`src/rtl/phase_sequencer.sv`:
```
// phase_sequencer: debounces the exec button and runs the run/step/halt FSM producing phases 0..4
module phase_sequencer #(
  parameter int DEBOUNCE_CNT = 20000,
  parameter int CNT_W = 16,
  parameter int IC_W = 16
) (
  input  logic            clock,
  input  logic            reset,
  input  logic            exec_n,
  input  logic            step_mode,
  input  logic            halt,
  output logic [2:0]      phase,
  output logic            running,
  output logic            instr_done,
  output logic [IC_W-1:0] instr_count,
  output logic [1:0]      state
);
  localparam logic [1:0] IDLE = 2'd0, RUN = 2'd1, STEP = 2'd2, HALTED = 2'd3;
  logic sync1, sync2, db_level, db_prev, press, stop_req, stop_next;
  logic running_next, done_next, last;
  logic [CNT_W-1:0] cnt;
  logic [1:0] state_next;
  logic [2:0] phase_next;
  always_ff @(posedge clock) begin
    if (!reset) begin
      sync1 <= 1'b1;
      sync2 <= 1'b1;
      db_level <= 1'b1;
      db_prev <= 1'b1;
      cnt <= '0;
    end else begin
      sync1 <= exec_n;
      sync2 <= sync1;
      db_prev <= db_level;
      if (sync2 == db_level) cnt <= '0;
      else if (cnt == CNT_W'(DEBOUNCE_CNT - 1)) begin
        db_level <= sync2;
        cnt <= '0;
      end else cnt <= cnt + 1'b1;
    end
  end
  // only the falling edge of the debounced level counts as a press
  assign press = db_prev & ~db_level;
  assign last = phase == 3'd4;
  always_ff @(posedge clock) begin
    if (!reset) begin
      state <= IDLE;
      phase <= 3'd0;
      running <= 1'b0;
      instr_done <= 1'b0;
      instr_count <= '0;
      stop_req <= 1'b0;
    end else begin
      state <= state_next;
      phase <= phase_next;
      running <= running_next;
      instr_done <= done_next;
      stop_req <= stop_next;
      if (instr_done) instr_count <= instr_count + 1'b1;
    end
  end
  always_comb begin
    state_next = state;
    case (state)
      IDLE:    state_next = press ? (step_mode ? STEP : RUN) : IDLE;
      RUN:     state_next = !last ? RUN : halt ? HALTED : (stop_req | press) ? IDLE : RUN;
      STEP:    state_next = !last ? STEP : halt ? HALTED : IDLE;
      default: state_next = press ? IDLE : HALTED;
    endcase
  end
  always_comb begin
    running_next = state_next == RUN || state_next == STEP;
    phase_next = (running_next && state_next == state && !last) ? phase + 3'd1 : 3'd0;
    done_next = running_next && phase_next == 3'd4;
    stop_next = state == RUN && state_next == RUN && (stop_req | press);
  end
endmodule
```
`config.mk`:
```
export PLATFORM = sky130hd
export DESIGN_NAME = phase_sequencer
export DESIGN_NICKNAME = d
export VERILOG_FILES = /design/src/rtl/phase_sequencer.sv
export SDC_FILE = /design/constraint.sdc
export NUM_CORES = 1
export LEC_CHECK = 0
export BUFFER_PORTS_ARGS = -buffer_cell sky130_fd_sc_hd__buf_2
export CAP_MARGIN = 20
export CORE_MARGIN = 3
export CORE_UTILIZATION = 45
export DETAILED_ROUTE_END_ITERATION = 10
export PLACE_DENSITY = 0.66
export SYNTH_ARGS = -nofsm -noshare
export SYNTH_HDL_FRONTEND = slang
export SYNTH_SLANG_ARGS = --single-unit
```
`constraint.sdc`:
```
create_clock -name clock -period 3.6 [get_ports clock]
set_clock_uncertainty 0.1 [all_clocks]
set_input_delay 0.36 -clock clock [delete_from_list [all_inputs] [get_ports clock]]
set_output_delay 0.36 -clock clock [all_outputs]
set_load 0.03 [all_outputs]
```
Word level (Yosys, flattened, before mapping) --
Cells that the tools add are included.
Storage, ports and cells: flip-flop bits (word level) 44, bits in latches 0, memory bits (writable) 0, bits in read-only memories 0, input bits 5, output and inout port bits 23, word-level logic and storage cells 48, memories kept 0
Cells by class: $add $sub $neg 3, multiply operators 0, divide/modulo/power cells 0, $lt $le $gt $ge 0, eq/ne operators 9, shift operators 0, mux-type cells 10, bitwise gates (word level) 5, reduce and logical (&&, ||, !) cells 10
Operator list (number):
- adder 16 x 1 -> 16 bit, second input constant | 2
- == test 16 x 15 -> 1 bit, second input constant | 1
- 2-to-1 mux 2 bit | 7
- == test 3 bit, second input constant | 2
- case mux 2 bit (3 select lines) | 1
- logical AND 1 bit | 5
- == test 2 x 1 -> 1 bit, second input constant | 2
- == test 2 bit, second input constant | 2
- adder 3 x 1 -> 3 bit, second input constant | 1
- 2-to-1 mux 3 bit | 1
- inverter 1 bit | 3
- OR reduction 3 bit | 1
- == test 2 bit | 1
- zero test 2 bit | 1
- AND reduction 2 bit | 1
- AND 1 bit | 1
- == test 1 bit | 1
- zero test 1 bit | 1
- logical OR 1 bit | 1
- 2-to-1 mux 1 bit | 1
- bitwise OR 1 bit | 1

Logic depth before layout (Yosys ltp) --
Gate-level depths: netlist of the first run.
word-level depth 14, mapped depth 10

Worst setup path before layout of the first run --
No wires, ideal clock.
path type flip-flop to flip-flop, start reg phase[0], end reg instr_done, setup time 0.092 ns, data arrival time 2.048 ns, setup slack 1.360 ns, stages on the path, launching flop included 10, path buffers 0, cell sequence dfxtp_1 inv_1 ha_1 and3b_1 o211ai_1 o21ai_0 ha_1 nor2_1 o211ai_1 nor4_1
On the way: longest elaborated chain between the ends 10
Ends and longest elaborated chain:
- from (decl) | RTL line 12 | output logic [2:0] phase,
- from (signal assigned) | RTL line 55 | phase <= phase_next;
- == test 3 bit | RTL line 44 | assign last = phase == 3'd4;
- 2-to-1 mux 2 bit, on equally long branches | RTL line 67, 66
- case mux 2 bit (3 select lines) | RTL line 64 | case (state)
- == test 2 x 1 -> 1 bit or == test 2 bit (tied branches) | RTL line 72 | running_next = state_next == RUN || state_next == STEP;
- logical OR 1 bit | RTL line 72
- logical AND 1 bit (2 in series) | RTL line 73 | phase_next = (running_next && state_next == state && !last) ? phase + 3'd1 : 3'd0;
- 2-to-1 mux 3 bit | RTL line 73
- == test 3 bit | RTL line 74 | done_next = running_next && phase_next == 3'd4;
- logical AND 1 bit (*) | RTL line 74
- to (signal assigned) | RTL line 57 | instr_done <= done_next;
- to (decl) | RTL line 14 | output logic instr_done,
Mark *: on every way between the ends. The rest lies on a longest branch, timed or not. A chain may end at the register's enable or synchronous reset.

Worst setup path after layout of the first run --
start reg phase[0], end reg instr_done
On the way: longest elaborated chain between the ends 10
Ends and longest elaborated chain:
- == test 3 bit (*) | RTL line 44
- 2-to-1 mux 2 bit, on equally long branches | RTL line 67, 66
- case mux 2 bit (3 select lines) (*) | RTL line 64
- via state_next[0] | RTL line 22 | logic [1:0] state_next;
- == test 2 x 1 -> 1 bit or == test 2 bit (tied branches) | RTL line 72
- logical OR 1 bit | RTL line 72
- logical AND 1 bit (2 in series) | RTL line 73
- 2-to-1 mux 3 bit | RTL line 73
- == test 3 bit | RTL line 74
- logical AND 1 bit (*) | RTL line 74
The timed path passes the listed nets; every way through them passes the cells marked *.

==> qor.txt, run 1 <==
dominant cell type by area after synthesis = sky130_fd_sc_hd__dfxtp_1
Final Instance Area = 0.002203 sq mm
crit start category = flop
antenna fix cells = 0
number of sinks driven by the clock tree = 44
period utilization = 0.6501
share of cells above drive strength 1 = 0.1557
required time at the endpoint of the critical path = 3.70 ns
die outline area = 0.005176 sq mm
leakage power summed over all cells = 0.8383 nW
synthesized net count = 227
netlist area before placement = 0.001957 sq mm
Post-CTS Hold Buffers = 0
First-pass DRT Iterations = 4
global placer's final weighted congestion = 0.8059
vias in the first global route = 1,433
time the worst path needs with I/O delays and setup = 2.340 ns
critical path data arrival time = 2.44 ns
post-synth cell types = 42
highest net fanout along the worst path = 4
TritonCTS buffer count = 5
worst slew margin relative to its limit = 0.6266
flop and latch count out of synthesis = 44
total number of nets in the final design = 253
H-Tree Depth = 2
CP Class = reg2reg
unrepaired setup endpoints after global routing = false
area of the core region = 0.004086 sq mm
number of fill cells = 402
final hold violation count = 0
Synth Warn # = 0
proportion of netlist area held by the largest area contributor = 0.4501
postcts setup bufs = 0
I/O pin cnt = 28
Final Instance Count excl. Fillers = 294
clock slew seen by the registers of the worst setup and hold paths = 0.08 ns
peak clock frequency supported by timing = 427.3 MHz
type of the most critical hold path = in2reg
cell area reported after detailed placement = 0.002113 sq mm
number of remaining DRC errors = 0
number of DRC violations after detailed-routing iteration 0 = 33
most instantiated flip-flop cell in the synthesis netlist = sky130_fd_sc_hd__dfxtp_1
leading post-synthesis cells by instance count = 44 x sky130_fd_sc_hd__dfxtp_1, 33 x sky130_fd_sc_hd__nor2_1, 14 x sky130_fd_sc_hd__nand4_1, 14 x sky130_fd_sc_hd__xor2_1, 13 x sky130_fd_sc_hd__nand2_1
most frequently used cell type in the post-synthesis netlist = sky130_fd_sc_hd__dfxtp_1
setup-violating endpoint count in the final report = 0
result of the run = finished clean
detailed-placement wirelength estimate = 2568 um
peak supply drop = 0.2456 mV
DP Worst Slack = 1.297 ns
initial antenna violation count = 0
starting density of the core = 0.4789
Overall Power = 0.8162 mW
cells resized by post-CTS repair = 0
clock latency on the worst-skew pair = 0.30 ns
total global routing overflow = 0
max-cap violations = 0
post-synthesis instance total = 217
wire length of the first global-routing pass = 6272 um
actual transition at the worst max-transition pin = 0.5567 ns
pins over their slew limit = 0
via count normalized by instance count = 5.269
clock root buffer = sky130_fd_sc_hd__clkbuf_8
Die Y = 71.95 um
Async S/R FF share, synth = 0
TritonCTS clock tree = done
Routed WL = 3666 um
pin count of the biggest net entering global routing = 20
count of standard-cell rows = 23
number of placed instances with taps included = 286
count of buffers inserted at the top-level ports = 27
sum of negative setup slack = 0 ns
synthesized area divided by synthesized cell count = 9.018 sq um
synth top area cells = sky130_fd_sc_hd__dfxtp_1 45%, sky130_fd_sc_hd__nor2_1 6.3%, sky130_fd_sc_hd__xor2_1 6.3%, sky130_fd_sc_hd__xnor2_1 5.4%, sky130_fd_sc_hd__nand4_1 4.5%
setup slack of the critical path after layout = 1.260 ns
power density over the cells = 370.4 mW/mm^2
width of the die = 71.95 um
via count = 1,549
all-layer global routing usage = 0.1542
Critical Path End Type = flop
Max clock buf depth = 2
antenna-violating nets left = 0
share of synthesized area occupied by flip-flops and latches = 0.4501
Routed WL per cell = 12.47 um
Area Overhead vs Synth = 12.60%
Post-synth EDFFs = 0
layout by cell type, fill, tap and decap left out:
| cell | instances |
|---|---|
| sky130_fd_sc_hd__o22ai_1 | 1 |
| sky130_fd_sc_hd__buf_2 | 27 |
| sky130_fd_sc_hd__nor2b_1 | 1 |
| sky130_fd_sc_hd__a31oi_1 | 1 |
| sky130_fd_sc_hd__and4_1 | 5 |
| sky130_fd_sc_hd__ha_1 | 5 |
| sky130_fd_sc_hd__o31a_1 | 1 |
| sky130_fd_sc_hd__o211ai_1 | 2 |
| sky130_fd_sc_hd__nand2_4 | 1 |
| sky130_fd_sc_hd__and3_1 | 3 |
| sky130_fd_sc_hd__and3b_1 | 1 |
| sky130_fd_sc_hd__nand4_1 | 14 |
| sky130_fd_sc_hd__nand2_1 | 13 |
| sky130_fd_sc_hd__nand3_4 | 1 |
| sky130_fd_sc_hd__dfxtp_1 | 44 |
| sky130_fd_sc_hd__o211a_1 | 1 |
| sky130_fd_sc_hd__and2_0 | 1 |
| sky130_fd_sc_hd__nand3_1 | 6 |
| sky130_fd_sc_hd__xnor2_1 | 12 |
| sky130_fd_sc_hd__inv_1 | 7 |
| sky130_fd_sc_hd__or3_1 | 2 |
| sky130_fd_sc_hd__or3_2 | 1 |
| sky130_fd_sc_hd__clkbuf_1 | 2 |
| sky130_fd_sc_hd__xor2_1 | 14 |
| sky130_fd_sc_hd__and2_1 | 2 |
| sky130_fd_sc_hd__o21ai_0 | 6 |
| sky130_fd_sc_hd__or4_1 | 3 |
| sky130_fd_sc_hd__nor4b_1 | 1 |
| sky130_fd_sc_hd__nor3_1 | 1 |
| sky130_fd_sc_hd__clkinv_1 | 1 |
| sky130_fd_sc_hd__o31ai_1 | 2 |
| sky130_fd_sc_hd__nand2b_1 | 6 |
| sky130_fd_sc_hd__a21oi_1 | 5 |
| sky130_fd_sc_hd__clkbuf_8 | 6 |
| sky130_fd_sc_hd__nor2_1 | 33 |
| sky130_fd_sc_hd__nor3b_1 | 1 |
| sky130_fd_sc_hd__or2_2 | 1 |
| sky130_fd_sc_hd__mux2i_1 | 2 |
| sky130_fd_sc_hd__and4_4 | 1 |
| sky130_fd_sc_hd__nor4_1 | 7 |
registers in the layout, indices dropped and copies added, names as in the netlist, 2 cells and up:
register	count
cnt	16
phase	3
instr_count	16
state	2
per-layer routing:
metal | vias to the layer above | wire length, um | track usage
met2 | 31 | 1629 | 0.2439
met1 | 706 | 1798 | 0.1937
li1 | 806 | - | -
met3 | 6 | 175 | 0.05540
met4 | 0 | 62 | 0.05637
met5 | - | 0 | 0
cell type report:
type / instances / area, sq um / area share
multi-input combinational: 157 / 1005 / 0.4560
clock buffer: 8 / 90.09 / 0.04089
timing repair buffer: 27 / 135.1 / 0.06133
sequential: 44 / 880.8 / 0.3998
tap: 50 / 62.56 / 0.02839
inverter: 8 / 30.03 / 0.01363
critical path, stage by stage, from the launching register on:
cell	delay, ns
sky130_fd_sc_hd__dfxtp_1	0.34
sky130_fd_sc_hd__inv_1	0.08
sky130_fd_sc_hd__ha_1	0.17
sky130_fd_sc_hd__and3b_1	0.20
sky130_fd_sc_hd__nor2_1	0.05
sky130_fd_sc_hd__o21ai_0	0.25
sky130_fd_sc_hd__nand3_1	0.13
sky130_fd_sc_hd__ha_1	0.29
sky130_fd_sc_hd__nor2_1	0.13
sky130_fd_sc_hd__o211ai_1	0.20
sky130_fd_sc_hd__nor4_1	0.29
kinds of logic after synthesis:
group / after synthesis / share of synthesized area
and+or+nand+nor: 105 / 0.2954
DFF: 44 / 0.4501
xor gates and xnor gates: 26 / 0.1164
AOI/OAI and AO/OA: 19 / 0.05946
buffers and inverters: 16 / 0.03644
adders and majority gates: 5 / 0.03197
muxes: 2 / 0.01023
path summary, 6_finish.rpt:
check | cells after the start | start | end | slack (ns)
worst max register to register | 10 | phase[0] | instr_done | 1.26
worst min register to register | 1 | sync1 | sync2 | 0.32
worst min-delay path | 2 | exec_n | sync1 | 0.14
worst max-delay path | 10 | phase[0] | instr_done | 1.26
where the power goes:
group | switching, mW | internal (mW)
Clock | 0.161 | 0.157
Sequential | 0.000658 | 0.487
Combinational | 0.00767 | 0.00320
Total | 0.169 | 0.647
through the flow:
stage / hold slack (ns) / util
after CTS: 0.1376 / 0.5392
after global placement: 0.2925 / 0.5171
after global routing: 0.1385 / 0.5392
final: 0.1447 / 0.5392
after floorplan: 0.2863 / -
after detailed placement: 0.3030 / 0.5171
Note: power is estimated with default switching activity, not from simulation.
==> run 2: changes to the inputs <==
Clock period 3.6 ns to 2.3 ns, I/O delays scaled along.
==> run 2 against run 1 <==
Against the previous run:
- cell count up 2.4%
- combinational power is 69% higher
- power rose by 56%
- fmax increased by 9.3%
- clock-buffer cell count is the same
- register-to-register slack worse by 1.1 ns
- die area is the same
- non-clock buffer count increased by 7
- sequential power grew 57%
- critical path type unchanged
==> qor.txt, run 2 (synthesis results as in run 1) <==
type of the most critical hold path = in2reg (unchanged)
registers with the most flip-flops = cnt: 16 flops, instr_count: 16 flops, phase: 3 flops (unchanged)
Final Instance Area = 0.002277 sq mm (was 0.002203 sq mm)
peak supply drop = 0.4284 mV (was 0.2456 mV)
result of the run = finished clean (unchanged)
Comb power frac = 0.014 (was 0.013)
count of cells along the worst register-to-register path = 9 (was 10)
CP Class = reg2reg (unchanged)
setup-violating endpoint count in the final report = 0 (unchanged)
Routed WL = 3757 um (was 3666 um)
worst slew margin relative to its limit = 0.6362 (was 0.6266)
worst min-delay path startpoint = exec_n (unchanged)
starting density of the core = 0.4789 (unchanged)
worst setup slack for register-to-register paths = 0.16 ns (was 1.26 ns)
antenna fix cells = 0 (unchanged)
total global routing overflow = 0 (unchanged)
pins over their slew limit = 0 (unchanged)
commonest cells after routing, fill and taps aside = 42 x sky130_fd_sc_hd__dfxtp_1, 32 x sky130_fd_sc_hd__nor2_1, 27 x sky130_fd_sc_hd__buf_2 (was 44 x sky130_fd_sc_hd__dfxtp_1, 33 x sky130_fd_sc_hd__nor2_1, 27 x sky130_fd_sc_hd__buf_2)
TritonCTS buffer count = 5 (unchanged)
die outline area = 0.005176 sq mm (unchanged)
First-pass DRT Iterations = 4 (unchanged)
time the worst path needs with I/O delays and setup = 2.142 ns (was 2.340 ns)
clock latency on the worst-skew pair = 0.30 ns (about the same)
Area Overhead vs Synth = 16.37% (was 12.60%)
crit start category = flop (unchanged)
number of remaining DRC errors = 0 (unchanged)
Routed WL per cell = 12.48 um (was 12.47 um)
clock root buffer = sky130_fd_sc_hd__clkbuf_8 (unchanged)
initial antenna violation count = 0 (unchanged)
highest net fanout along the worst path = 4 (unchanged)
area of the core region = 0.004086 sq mm (unchanged)
share of cells above drive strength 1 = 0.2032 (was 0.1557)
I/O pin cnt = 28 (unchanged)
Critical Path End Type = flop (unchanged)
endpoint of the worst register-to-register path = instr_done (unchanged)
global placer's final weighted congestion = 0.7906 (was 0.8059)
max-cap violations = 0 (unchanged)
vias in the first global route = 1,418 (was 1,433)
all-layer global routing usage = 0.1560 (was 0.1542)
TritonCTS clock tree = done (unchanged)
Final Instance Count excl. Fillers = 301 (was 294)
most common library cell in the layout ignoring fill and taps = sky130_fd_sc_hd__dfxtp_1 (unchanged)
via count = 1,588 (was 1,549)
leakage power summed over all cells = 0.8769 nW (was 0.8383 nW)
critical path data arrival time = 2.25 ns (was 2.44 ns)
via count normalized by instance count = 5.276 (was 5.269)
WHS Endpoint = sync1 (unchanged)
cell area reported after detailed placement = 0.002143 sq mm (was 0.002113 sq mm)
core occupancy in the finished layout = 0.5573 (was 0.5392)
Post-CTS Hold Buffers = 0 (unchanged)
period utilization = 0.9311 (was 0.6501)
Worst Hold Depth = 2 (unchanged)
final hold violation count = 0 (unchanged)
Switching Fraction = 0.2053 (was 0.2069)
total number of nets in the final design = 260 (was 253)
share of total power in the clock network = 0.387 (was 0.389)
width of the die = 71.95 um (unchanged)
detailed-placement wirelength estimate = 2652 um (was 2568 um)
H-Tree Depth = 2 (unchanged)
pin count of the biggest net entering global routing = 19 (was 20)
count of buffers inserted at the top-level ports = 27 (unchanged)
r2r startpoint = phase[0] (unchanged)
internal power consumption = 1.014 mW (was 0.6473 mW)
sequential cell fraction of total power = 0.599 (was 0.598)
peak clock frequency supported by timing = 467.0 MHz (was 427.3 MHz)
Setup crit start = phase[0] (unchanged)
actual transition at the worst max-transition pin = 0.5442 ns (was 0.5567 ns)
number of sinks driven by the clock tree = 44 (unchanged)
required time at the endpoint of the critical path = 2.41 ns (was 3.70 ns)
Overall Power = 1.276 mW (was 0.8162 mW)
Die Y = 71.95 um (unchanged)
Max clock buf depth = 2 (unchanged)
wire length of the first global-routing pass = 6334 um (was 6272 um)
power density over the cells = 560.5 mW/mm^2 (was 370.4 mW/mm^2)
clock slew seen by the registers of the worst setup and hold paths = 0.08 ns (about the same)
number of placed instances with taps included = 290 (was 286)
Net Sw Power = 0.2621 mW (was 0.1689 mW)
antenna-violating nets left = 0 (unchanged)
count of standard-cell rows = 23 (unchanged)
number of DRC violations after detailed-routing iteration 0 = 42 (was 33)
[run 2: worst max-delay path: stages (launching register included)]
cell	delay (ns)
sky130_fd_sc_hd__dfxtp_2	0.36
sky130_fd_sc_hd__inv_2	0.06
sky130_fd_sc_hd__ha_4	0.16
sky130_fd_sc_hd__and3b_1	0.19
sky130_fd_sc_hd__o211ai_1	0.21
sky130_fd_sc_hd__o21ai_1	0.10
sky130_fd_sc_hd__ha_1	0.29
sky130_fd_sc_hd__nor2_2	0.10
sky130_fd_sc_hd__o211ai_1	0.16
sky130_fd_sc_hd__nor4_1	0.32
[run 2: what timing repair did]
action | 4_1_cts | 5_1_grt
gates cloned | 0 | 0
gates resized for setup | 1 | 9
endpoints found under the setup margin | 1 | 3
pin swaps | 0 | 5
buffers inserted | 0 | 3
[run 2: layout make-up]
cell class	count	area, sq um
sequential	44	883.3
tap	50	62.56
multi-input combinational	157	1023
clock buffer	8	90.09
timing repair buffer	34	187.7
fill	396	1809
inverter	8	30.03
[run 2: layer usage]
layer	global-route usage	wire, um
met5	0	0
met4	0.05637	44
met3	0.05679	191
met2	0.2480	1692
met1	0.1950	1828
[run 2: through the flow]
stage	setup TNS, ns	setup slack [ns]	hold WS [ns]
detailed placement	0	0.009541	0.2972
global route	-0.02480	-0.02480	0.01127
global placement	0	0.1446	0.2912
finish	0	0.1585	0.01405
floorplan	0	0.06031	0.2315
CTS	0	0.004860	0.006957
[run 2: how the worst max path moves through the flow]
stage          depth (start not counted)  slack [ns]    endpoint
2_1_floorplan                          9        0.06  instr_done
3_3_place_gp                           9        0.14  instr_done
3_5_place_dp                          10        0.01  instr_done
4_1_cts                                9       0.005  instr_done
5_1_grt                                9       -0.02  instr_done
6_report                               9        0.16  instr_done
[run 2: power groups by stage]
| stage | sequential (mW) | combinational (mW) | clock (mW) |
|---|---|---|---|
| after floorplan | 0.782 | 0.0113 | 0 |
| after global placement | 0.782 | 0.0186 | 0 |
| after detailed placement | 0.782 | 0.0187 | 0 |
| after CTS | 0.764 | 0.0188 | 0.516 |
| after global routing | 0.764 | 0.0209 | 0.543 |
| final | 0.764 | 0.0184 | 0.494 |
